--- src/rtl/instr_ram_arbiter.sv ---
// Shares the single instruction RAM port between core fetch and the loader/debug port.
// Optional fairness (starvation override for the loader) is enabled with `INSTR_ARB_FAIRNESS_EN.
module instr_ram_arbiter #(
  parameter int ADDR_WIDTH   = 17,
  parameter int STARVE_LIMIT = 4
) (
  input  logic                  clk,
  input  logic                  rst,
  input  logic                  fetch_req_i,
  input  logic [ADDR_WIDTH-1:0] fetch_addr_i,
  output logic                  fetch_gnt_o,
  output logic                  fetch_rvalid_o,
  output logic [31:0]           fetch_rdata_o,
  input  logic                  ld_req_i,
  input  logic [ADDR_WIDTH-1:0] ld_addr_i,
  input  logic                  ld_we_i,
  input  logic [3:0]            ld_be_i,
  input  logic [31:0]           ld_wdata_i,
  output logic                  ld_gnt_o,
  output logic                  ld_rvalid_o,
  output logic [31:0]           ld_rdata_o,
  output logic                  ld_err_o,
  output logic                  ram_en_o,
  output logic [ADDR_WIDTH-1:0] ram_addr_o,
  output logic                  ram_we_o,
  output logic [3:0]            ram_be_o,
  output logic [31:0]           ram_wdata_o,
  input  logic [31:0]           ram_rdata_i
);

  // Handshake: a requester raises req with stable address/data and holds it until gnt is
  // seen high in the same cycle; exactly one rvalid follows in the next cycle per grant.

  logic ld_prio;
  logic boot_wr;
  logic resp_q;
  logic owner_q;
  logic err_q;
  logic wr_q;

`ifdef INSTR_ARB_FAIRNESS_EN
  localparam logic [3:0] LIMIT = 4'(STARVE_LIMIT);
  logic [3:0] starve_cnt;

  always_ff @(posedge clk) begin
    if (rst) begin
      starve_cnt <= '0;
    end else if (ld_gnt_o) begin
      starve_cnt <= '0;
    end else if (ld_req_i && (starve_cnt != LIMIT)) begin
      starve_cnt <= starve_cnt + 4'd1;
    end
  end

  assign ld_prio = (starve_cnt == LIMIT);
`else
  logic unused_limit;
  assign unused_limit = ^STARVE_LIMIT;
  assign ld_prio      = 1'b0;
`endif

  assign ld_gnt_o    = !rst && ld_req_i && (!fetch_req_i || ld_prio);
  assign fetch_gnt_o = !rst && fetch_req_i && !ld_gnt_o;
  assign boot_wr     = ld_we_i && ld_addr_i[ADDR_WIDTH-1];

  // Rejected boot-ROM writes still take the grant slot so they get an error response.
  always_comb begin
    ram_en_o    = 1'b0;
    ram_we_o    = 1'b0;
    ram_be_o    = 4'h0;
    ram_addr_o  = fetch_addr_i;
    ram_wdata_o = 32'h0;
    if (rst) begin
      ram_addr_o = '0;
    end else if (ld_gnt_o) begin
      ram_en_o    = !boot_wr;
      ram_we_o    = ld_we_i;
      ram_be_o    = ld_be_i;
      ram_addr_o  = ld_addr_i;
      ram_wdata_o = ld_wdata_i;
    end else if (fetch_gnt_o) begin
      ram_en_o = 1'b1;
      ram_be_o = 4'hF;
    end
  end

  always_ff @(posedge clk) begin
    if (rst) begin
      resp_q  <= 1'b0;
      owner_q <= 1'b0;
      err_q   <= 1'b0;
      wr_q    <= 1'b0;
    end else begin
      resp_q  <= fetch_gnt_o || ld_gnt_o;
      owner_q <= ld_gnt_o;
      err_q   <= ld_gnt_o && boot_wr;
      wr_q    <= ld_gnt_o && ld_we_i;
    end
  end

  assign fetch_rvalid_o = !rst && resp_q && !owner_q;
  assign ld_rvalid_o    = !rst && resp_q && owner_q;
  assign ld_err_o       = ld_rvalid_o && err_q;
  assign fetch_rdata_o  = fetch_rvalid_o ? ram_rdata_i : 32'h0;
  assign ld_rdata_o     = (ld_rvalid_o && !wr_q) ? ram_rdata_i : 32'h0;

endmodule

--- config.mk ---
export PLATFORM = sky130hd
export DESIGN_NAME = instr_ram_arbiter
export DESIGN_NICKNAME = d
export VERILOG_FILES = /design/src/rtl/instr_ram_arbiter.sv
export SDC_FILE = /design/constraint.sdc
export NUM_CORES = 1
export LEC_CHECK = 0
export BUFFER_PORTS_ARGS = -buffer_cell sky130_fd_sc_hd__clkbuf_2
export CAP_MARGIN = 25
export CORE_AREA = 4 4 87 89
export DETAILED_ROUTE_END_ITERATION = 10
export DIE_AREA = 0 0 91 93
export GPL_TIMING_DRIVEN = 1
export MAX_ROUTING_LAYER = met4
export SYNTH_ARGS = -nofsm -noshare
export SYNTH_HDL_FRONTEND = slang
export SYNTH_SLANG_ARGS = --single-unit
--- constraint.sdc ---
create_clock -name clk -period 2.6 [get_ports clk]
set_input_delay 0.26 -clock clk [delete_from_list [all_inputs] [get_ports clk]]
set_output_delay 0.26 -clock clk [all_outputs]
set_load 0.005 [all_outputs]
---- Word-level counts from Yosys, hierarchy flattened ----
Cells that the tools add are included.
operators by class
  div/mod/pow operators ................... 0
  $add $sub $neg .......................... 0
  shift-type cells ........................ 0
  order comparisons ....................... 0
  equality and inequality tests ........... 0
  reductions and logical operators ........ 19
  multipliers ............................. 0
  mux-type cells .......................... 14
  bitwise logic cells ..................... 0
operator list
  operator           number
  32-bit 2-to-1 mux  4
  17-bit 2-to-1 mux  2
  1-bit logical AND  12
  4-bit 2-to-1 mux   3
  1-bit zero test    6
  1-bit 2-to-1 mux   5
  1-bit logical OR   1
storage, ports and cells
  memories ................................ 0
  word-level logic and storage cells ...... 37
  memory bits (writable) .................. 0
  input bits .............................. 107
  register bits after elaboration ......... 4
  bits in read-only memories .............. 0
  bits in latches ......................... 0

---- Depth between registers and ports, before layout ----
Gate-level depths: netlist (run 1).
  depth in word-level cells ............... 8
  mapped depth ............................ 4
  mapped depth without buffers ............ 2

---- Worst setup path after synthesis (run 1) ----
OpenSTA, ideal clock, no wires.
  kind .................................... input port to output port
  from .................................... input port rst
  to ...................................... output port ram_wdata_o[22]
  cell stages on the path ................. 4
  setup slack ............................. 1.312 ns
  buffers on the path ..................... 2
  data arrival time ....................... 1.028 ns
  cell sequence ........................... buf_4 -> nor3b_4 -> buf_2 -> and2_1
between the ends
  word-level cells in the longest chain between the ends .. 5
RTL lines
  item                             RTL line  source
  from (decl)                      8         input logic rst,
  1-bit zero test                  62        assign ld_gnt_o = !rst && ld_req_i && (!fetch_req_i || ld_prio);
  1-bit logical AND (2 in series)  62
  via ld_gnt_o                     19        output logic ld_gnt_o,
  32-bit 2-to-1 mux                75        end else if (ld_gnt_o) begin
  32-bit 2-to-1 mux                73        if (rst) begin
  to (decl)                        27        output logic [31:0] ram_wdata_o,
The timed path passes the listed nets, and every way through them passes these cells.

---- Final worst setup path (run 1) ----
  from .................................... input port rst
  to ...................................... output port ld_rdata_o[7]
between the ends
  word-level cells in the longest chain between the ends .. 5
RTL lines
  item                             RTL line  source
  1-bit zero test                  102       assign ld_rvalid_o = !rst && resp_q && owner_q;
  1-bit logical AND (2 in series)  102
  1-bit logical AND                105       assign ld_rdata_o = (ld_rvalid_o && !wr_q) ? ram_rdata_i : 32'h0;
  32-bit 2-to-1 mux                105
  to (decl)                        21        output logic [31:0] ld_rdata_o,
No other way between the ends.

==> impl_results.md, run 1 <==
- Status: finished clean
- DP HPWL: 5350 um
- Io pins: 231
- Leakage: 1.54 nW
- Max-slew violation count: 0
- Count of final hold-check violations: 0
- Hold Slack: 326 ps
- VDD IR max: 0.000125 V
- WL/cell: 12.5 um
- Layout cells sized above 1: 58.2%
- Commonest non-fill, non-tap cell in the layout: clkbuf_2
- Via count: 2081
- Crit path max fanout: 46
- Mapped Area: 1310 um^2
- Syn_area_per_cell: 6.77 um^2
- Most frequent cells in the layout: 230 x clkbuf_2, 99 x and2_1, 17 x nand2b_1, 17 x o21ai_0, 14 x nand4bb_1
- Gate Count Post-Synth: 193
- Sequential-to-total area share from yosys stat: 6.13%
- Worst Setup Path Type: primary input to output port
- First-pass GRT wire length: 9450 um
- Clock buffer depth: 2
- Syn_nets: 300
- WHS Path Cells: 2
- Post-Synth Adder-Cell Area: 0%
- Synth Area in Simple Gates: 78.3%
- Via/cell ratio: 4.24
- Vias in the first global route: 1952
- # rows: 30
- Worst-path clk slew: 30 ps
- DRT iter0 DRCs: 35
- Yosys cell types: 20
- Compound-gate portion of the synthesized area: 8.72%
- CTS tree: done
- Largest family of logic cells by synthesized area: simple AND/OR/NAND/NOR gates
- Largest net degree at the start of global routing: 47
- Die footprint: 8460 um^2
- Die height: 93 um
- Arr. time, crit path: 1600 ps
- # DRC: 0
- Post-DRT Antenna Nets: 0
- HP Class: primary input to register
- H-Tree Depth: 1
- Area share of xor/xnor cells in the synthesized design: 0%
- Drt pass-1 iters: 4
- FMAX: 537 MHz
- Synth-to-Final Area Change: 94.6%
- Grt ovf: 0
- Relative slew slack: 52.6%
- Post-CTS sizing: 0
- CP endpoint kind: output port
- Post-synthesis mux area share: 0%
- Max Cap Viol: 0
- Hold Path Sink: wr_q
- Pwr/cell area: 175 nW/um^2
- Initial Util: 19.3%
- Startpoint Class: primary input
- Setup violations, final: 0
- Num CTS Buffers: 3
- Inserted Diodes: 0
- Num Clock Sinks: 4
- Die Span X: 91 um
- Setup TNS: 0 ps
- Worst-margin pin slew: 710 ps
- GRT Total Usage: 13.6%
- Fin nets: 520
- Initial antenna violation count: 0
- Hold Crit Start: ld_we_i
- Root buf cell: clkbuf_8
- RSZ-0062 raised after global routing: no
- Placer congestion estimate: 0.727
- CTS Hold Bufs: 0
- PortBufs: 230
- Yosys warns: 0
- Tcrit/Tclk final: 71.6%
- Drt total wl: 6130 um
- Final worst path period need: 1860 ps
- Critical Path RT: 2340 ps
- #FFs+latches synth: 4
- Core area: 6760 um^2
- Post-CTS Setup Inserts: 0
## routing by layer
| layer | share of wire, % | track usage (%) | vias up | wire length (um) |
|---|---|---|---|---|
| li1 | - | - | 1062 | - |
| met1 | 37 | 15.1 | 892 | 2250 |
| met2 | 53 | 25.1 | 125 | 3220 |
| met3 | 11 | 3.62 | 2 | 647 |
| met4 | 0.21 | 1.63 | 0 | 13 |
| met5 | 0 | - | - | 0 |
## layout make-up
| class | count | area [um^2] |
|---|---|---|
| tap | 80 | 100 |
| fill | 731 | 4210 |
| clock buffer | 3 | 41.3 |
| sequential | 4 | 80.1 |
| inverter | 1 | 3.75 |
| multi-input combinational | 169 | 1140 |
| timing repair buffer | 234 | 1180 |
## per-stage QoR
stage,total power [mW],area (um^2),instances,util (%),setup slack [ps]
5_1_grt,0.483,2540,491,37.6,569
6_report,0.445,2540,491,37.6,738
4_1_cts,0.451,2540,491,37.6,732
3_5_place_dp,0.321,2500,488,37.0,737
2_1_floorplan,0.168,1310,193,-,1310
3_3_place_gp,0.319,2500,488,37.0,779
## cells by family after synthesis
family	Yosys count
flops	4
compound gates	22
buf+inv	20
simple gates	147
## where the power goes
group          internal (mW)  switching, mW
Combinational          0.142          0.110
Sequential            0.0642        0.00148
Clock                 0.0984         0.0290
## synthesized netlist by cell type, drive strengths merged
| cell type | n | area share (%) |
|---|---|---|
| nand4bb | 14 | 12 |
| dfxtp | 4 | 6.1 |
| clkbuf | 15 | 4.9 |
| and3b | 1 | 0.67 |
| o21ai | 17 | 6.5 |
| and4bb | 1 | 0.96 |
| nor2 | 7 | 2.0 |
| inv | 1 | 0.29 |
| a21oi | 4 | 1.5 |
| a311oi | 1 | 0.67 |
| buf | 4 | 1.7 |
| nor2b | 1 | 0.48 |
| or4bb | 3 | 2.6 |
| and3 | 1 | 0.48 |
| nand2b | 17 | 8.1 |
| and2 | 99 | 47 |
| nor3b | 3 | 3.4 |
## worst max-delay path: stages
cell and delay, ps:
clkbuf_2 410, and4bb_1 390, buf_4 240, and2_1 180, clkbuf_2 110
## how the worst max path moves through the flow
stage	start	end	slack, ps	cells after the start
after floorplan	rst	ram_wdata_o[22]	1310	4
after global placement	rst	ld_rdata_o[30]	780	5
after detailed placement	rst	ld_rdata_o[7]	740	5
after CTS	rst	ld_rdata_o[7]	730	5
after global routing	rst	ld_rdata_o[7]	570	5
final	rst	ld_rdata_o[7]	740	5
## sequential cells by signal (all words and copies together), names as in the netlist
signal and cells:
resp_q 1, err_q 1, wr_q 1, owner_q 1
Power figures use the tool's default switching activity.
==> run 2, diff against run 1 <==
ABC_AREA = 1   (was default)
CORE_AREA = 4 4 89 91   (was 4 4 87 89)
DIE_AREA = 0 0 93 95   (was 0 0 91 93)
clock period = 1.8 ns   (was 2.6 ns; I/O delays follow)
==> run 2 against run 1 <==
Power rose by 47%. Via count rose by 4.6%. Design area fell by 4.4%. Combinational power rose by 45%. Global-route usage fell by 1.8 points. Core utilization fell by 3.6 points. Largest cell class unchanged. Worst hold slack got worse by 130 ps. Routed wire length fell by 5.7%. Clock power rose by 50%.
==> impl_results.md, run 2 <==
- PortBufs: 230 (unchanged)
- Placer congestion estimate: 0.741 (was 0.727)
- Count leader, synth: nor2_1 (was and2_1)
- Worst-margin pin slew: 395 ps (was 710 ps)
- GR Util met2: 23.5% (was 25.1%)
- CP endpoint: ld_rdata_o[16] (was ld_rdata_o[7])
- Clock buffer depth: 2 (unchanged)
- Synth-to-Final Area Change: 105% (was 94.6%)
- Main flop type after synthesis: dfxtp_1 (unchanged)
- Global-route met3 utilization: 3.59% (was 3.62%)
- Yosys cell types: 15 (was 20)
- DRT iter0 DRCs: 41 (was 35)
- EDFF count, synth: 0 (unchanged)
- HP Class: primary input to register (unchanged)
- Via/cell ratio: 3.73 (was 4.24)
- Layout cells sized above 1: 52.1% (was 58.2%)
- #FFs+latches synth: 4 (unchanged)
- Asr flop ratio synth: 0% (unchanged)
- First-pass GRT wire length: 8470 um (was 9450 um)
- Worst Setup SP: resp_q (was rst)
- Num CTS Buffers: 3 (unchanged)
- Syn_area_per_cell: 4.51 um^2 (was 6.77 um^2)
- Largest net degree at the start of global routing: 52 (was 47)
- Inserted Diodes: 0 (unchanged)
- Critical Path RT: 1620 ps (was 2340 ps)
- Die footprint: 8840 um^2 (was 8460 um^2)
- WL/cell: 9.91 um (was 12.5 um)
- Fin nets: 593 (was 520)
- # rows: 31 (was 30)
- Die Span X: 93 um (was 91 um)
- Core area: 7140 um^2 (was 6760 um^2)
- Yosys warns: 0 (unchanged)
- Total power: 0.652 mW (was 0.445 mW)
- Worst Setup Path Type: register to output port (was primary input to output port)
- Num Clock Sinks: 4 (unchanged)
- Ranking of synthesized cells by area: nor2_1 30%, inv_1 23%, nand2_1 14%, dfxtp_1 6.8%, nand3_1 6.8% (was and2_1 47%, nand4bb_1 12%, nand2b_1 8.1%, o21ai_0 6.5%, dfxtp_1 6.1%)
- Commonest non-fill, non-tap cell in the layout: clkbuf_2 (unchanged)
- CTS Hold Bufs: 0 (unchanged)
- Synth cell count leaders: 95 x nor2_1, 73 x inv_1, 43 x nand2_1, 16 x nand3_1 (was 99 x and2_1, 17 x nand2b_1, 17 x o21ai_0, 14 x nand4bb_1, 9 x clkbuf_1)
- Setup violations, final: 0 (unchanged)
- Tcrit/Tclk final: 88.1%
- Final design utilization: 34.1% (was 37.6%)
- Relative slew slack: 73.6% (was 52.6%)
- DP HPWL: 5040 um (was 5350 um)
- Count of final hold-check violations: 0 (unchanged)
- Status: finished clean (unchanged)
- Leakage: 1.89 nW (was 1.54 nW)
- Hold Slack: 198 ps (was 326 ps)
- Pwr/cell area: 268 nW/um^2 (was 175 nW/um^2)
- Die height: 95 um (was 93 um)
- Sequential-to-total area share from yosys stat: 6.76% (was 6.13%)
- Via count: 2177 (was 2081)
- Io pins: 231 (unchanged)
- Startpoint Class: register (was primary input)
- Max-slew violation count: 0 (unchanged)
- Yosys top cell area share: 30.1% (was 47.4%)
- Grt ovf: 0 (unchanged)
- # DRC: 0 (unchanged)
- GRT Total Usage: 11.8% (was 13.6%)
- Post-DRT Antenna Nets: 0 (unchanged)
- Setup TNS: 0 ps (unchanged)
- GR peak layer: met2 (unchanged)
- Gate Count Post-Synth: 263 (was 193)
- Met1 Usage GRT: 11.6% (was 15.1%)
- Initial Util: 16.6% (was 19.3%)
- Area leader, netlist: nor2_1 (was and2_1)
- Drt pass-1 iters: 4 (unchanged)
- Initial antenna violation count: 0 (unchanged)
- Final worst path period need: 1580 ps
- Worst-path clk slew: 30 ps (about the same)
- Drt total wl: 5780 um (was 6130 um)
- FMAX: 631 MHz
- Hold Crit Start: ld_we_i (unchanged)
- Most frequent cells in the layout: 230 x clkbuf_2, 95 x nor2_1, 73 x inv_1, 43 x nand2_1, 16 x nand3_1 (was 230 x clkbuf_2, 99 x and2_1, 17 x nand2b_1, 17 x o21ai_0, 14 x nand4bb_1)
- Syn_nets: 370 (was 300)
- Crit path max fanout: 32 (was 46)
- Max Cap Viol: 0 (unchanged)
- Vias in the first global route: 1995 (was 1952)
- Root buf cell: clkbuf_8 (unchanged)
- VDD IR max: 0.000319 V (was 0.000125 V)
- RSZ-0062 raised after global routing: no (unchanged)
- Post-CTS sizing: 0 (unchanged)
- CP endpoint kind: output port (unchanged)
- Post-CTS Setup Inserts: 0 (unchanged)
- H-Tree Depth: 1 (unchanged)
- CTS tree: done (unchanged)
- Mapped Area: 1180 um^2 (was 1310 um^2)
- Arr. time, crit path: 1400 ps (was 1600 ps)
## run 2: changes by cell type in the layout (fill, tap and decap cells not counted), moves of 9 or more
cell	change
and2_1	-99
inv_1	+72
nand2_1	+43
nand2b_1	-17
nand3_1	+16
nand4bb_1	-14
nor2_1	+88
nor2_2	+9
o21ai_0	-17
## run 2: layer usage
layer | vias up | share of wire [%]
li1 | 1160 | -
met2 | 134 | 52
met5 | - | 0
met1 | 881 | 35
met4 | 0 | 0.33
met3 | 2 | 13
## run 2: how the worst min path moves through the flow
stage	end	slack, ps	depth (start not counted)
finish	wr_q	200	3
global route	wr_q	210	3
CTS	wr_q	200	3
detailed placement	wr_q	430	3
global placement	wr_q	420	3
floorplan	err_q	310	2
## run 2: cells by family (layout without fill, tap and decap cells)
family,Yosys count,in the layout,synth area share [%]
buf+inv,91,312,33.3
flops,4,4,6.76
simple gates,168,168,60.0
## run 2: power by group
| group | total, mW | internal, mW | switching (mW) |
|---|---|---|---|
| clock | 0.191 | 0.143 | 0.0482 |
| sequential | 0.0951 | 0.0929 | 0.00213 |
| combinational | 0.366 | 0.184 | 0.183 |
| total | 0.652 | 0.419 | 0.233 |
## run 2: area by class of cell
cell class / count / area [um^2]
Fill cell: 836 / 4710
Clock buffer: 3 / 41.3
Inverter: 75 / 282
Tap cell: 99 / 124
Multi-Input combinational cell: 168 / 711
Sequential cell: 4 / 80.1
Timing Repair Buffer: 234 / 1190
## run 2: metrics by stage
stage	instance area [um^2]	setup slack, ps	std cells
final	2430	215	583
after global routing	2430	91.5	583
after detailed placement	2390	391	580
after CTS	2430	190	583
after global placement	2390	427	580
after floorplan	1180	632	263
## run 2: critical path, cell delays in order (launching register included)
cell	delay, ps
dfxtp_1	350
nand3_2	100
or2_1	220
buf_4	260
nor2_1	140
clkbuf_2	120
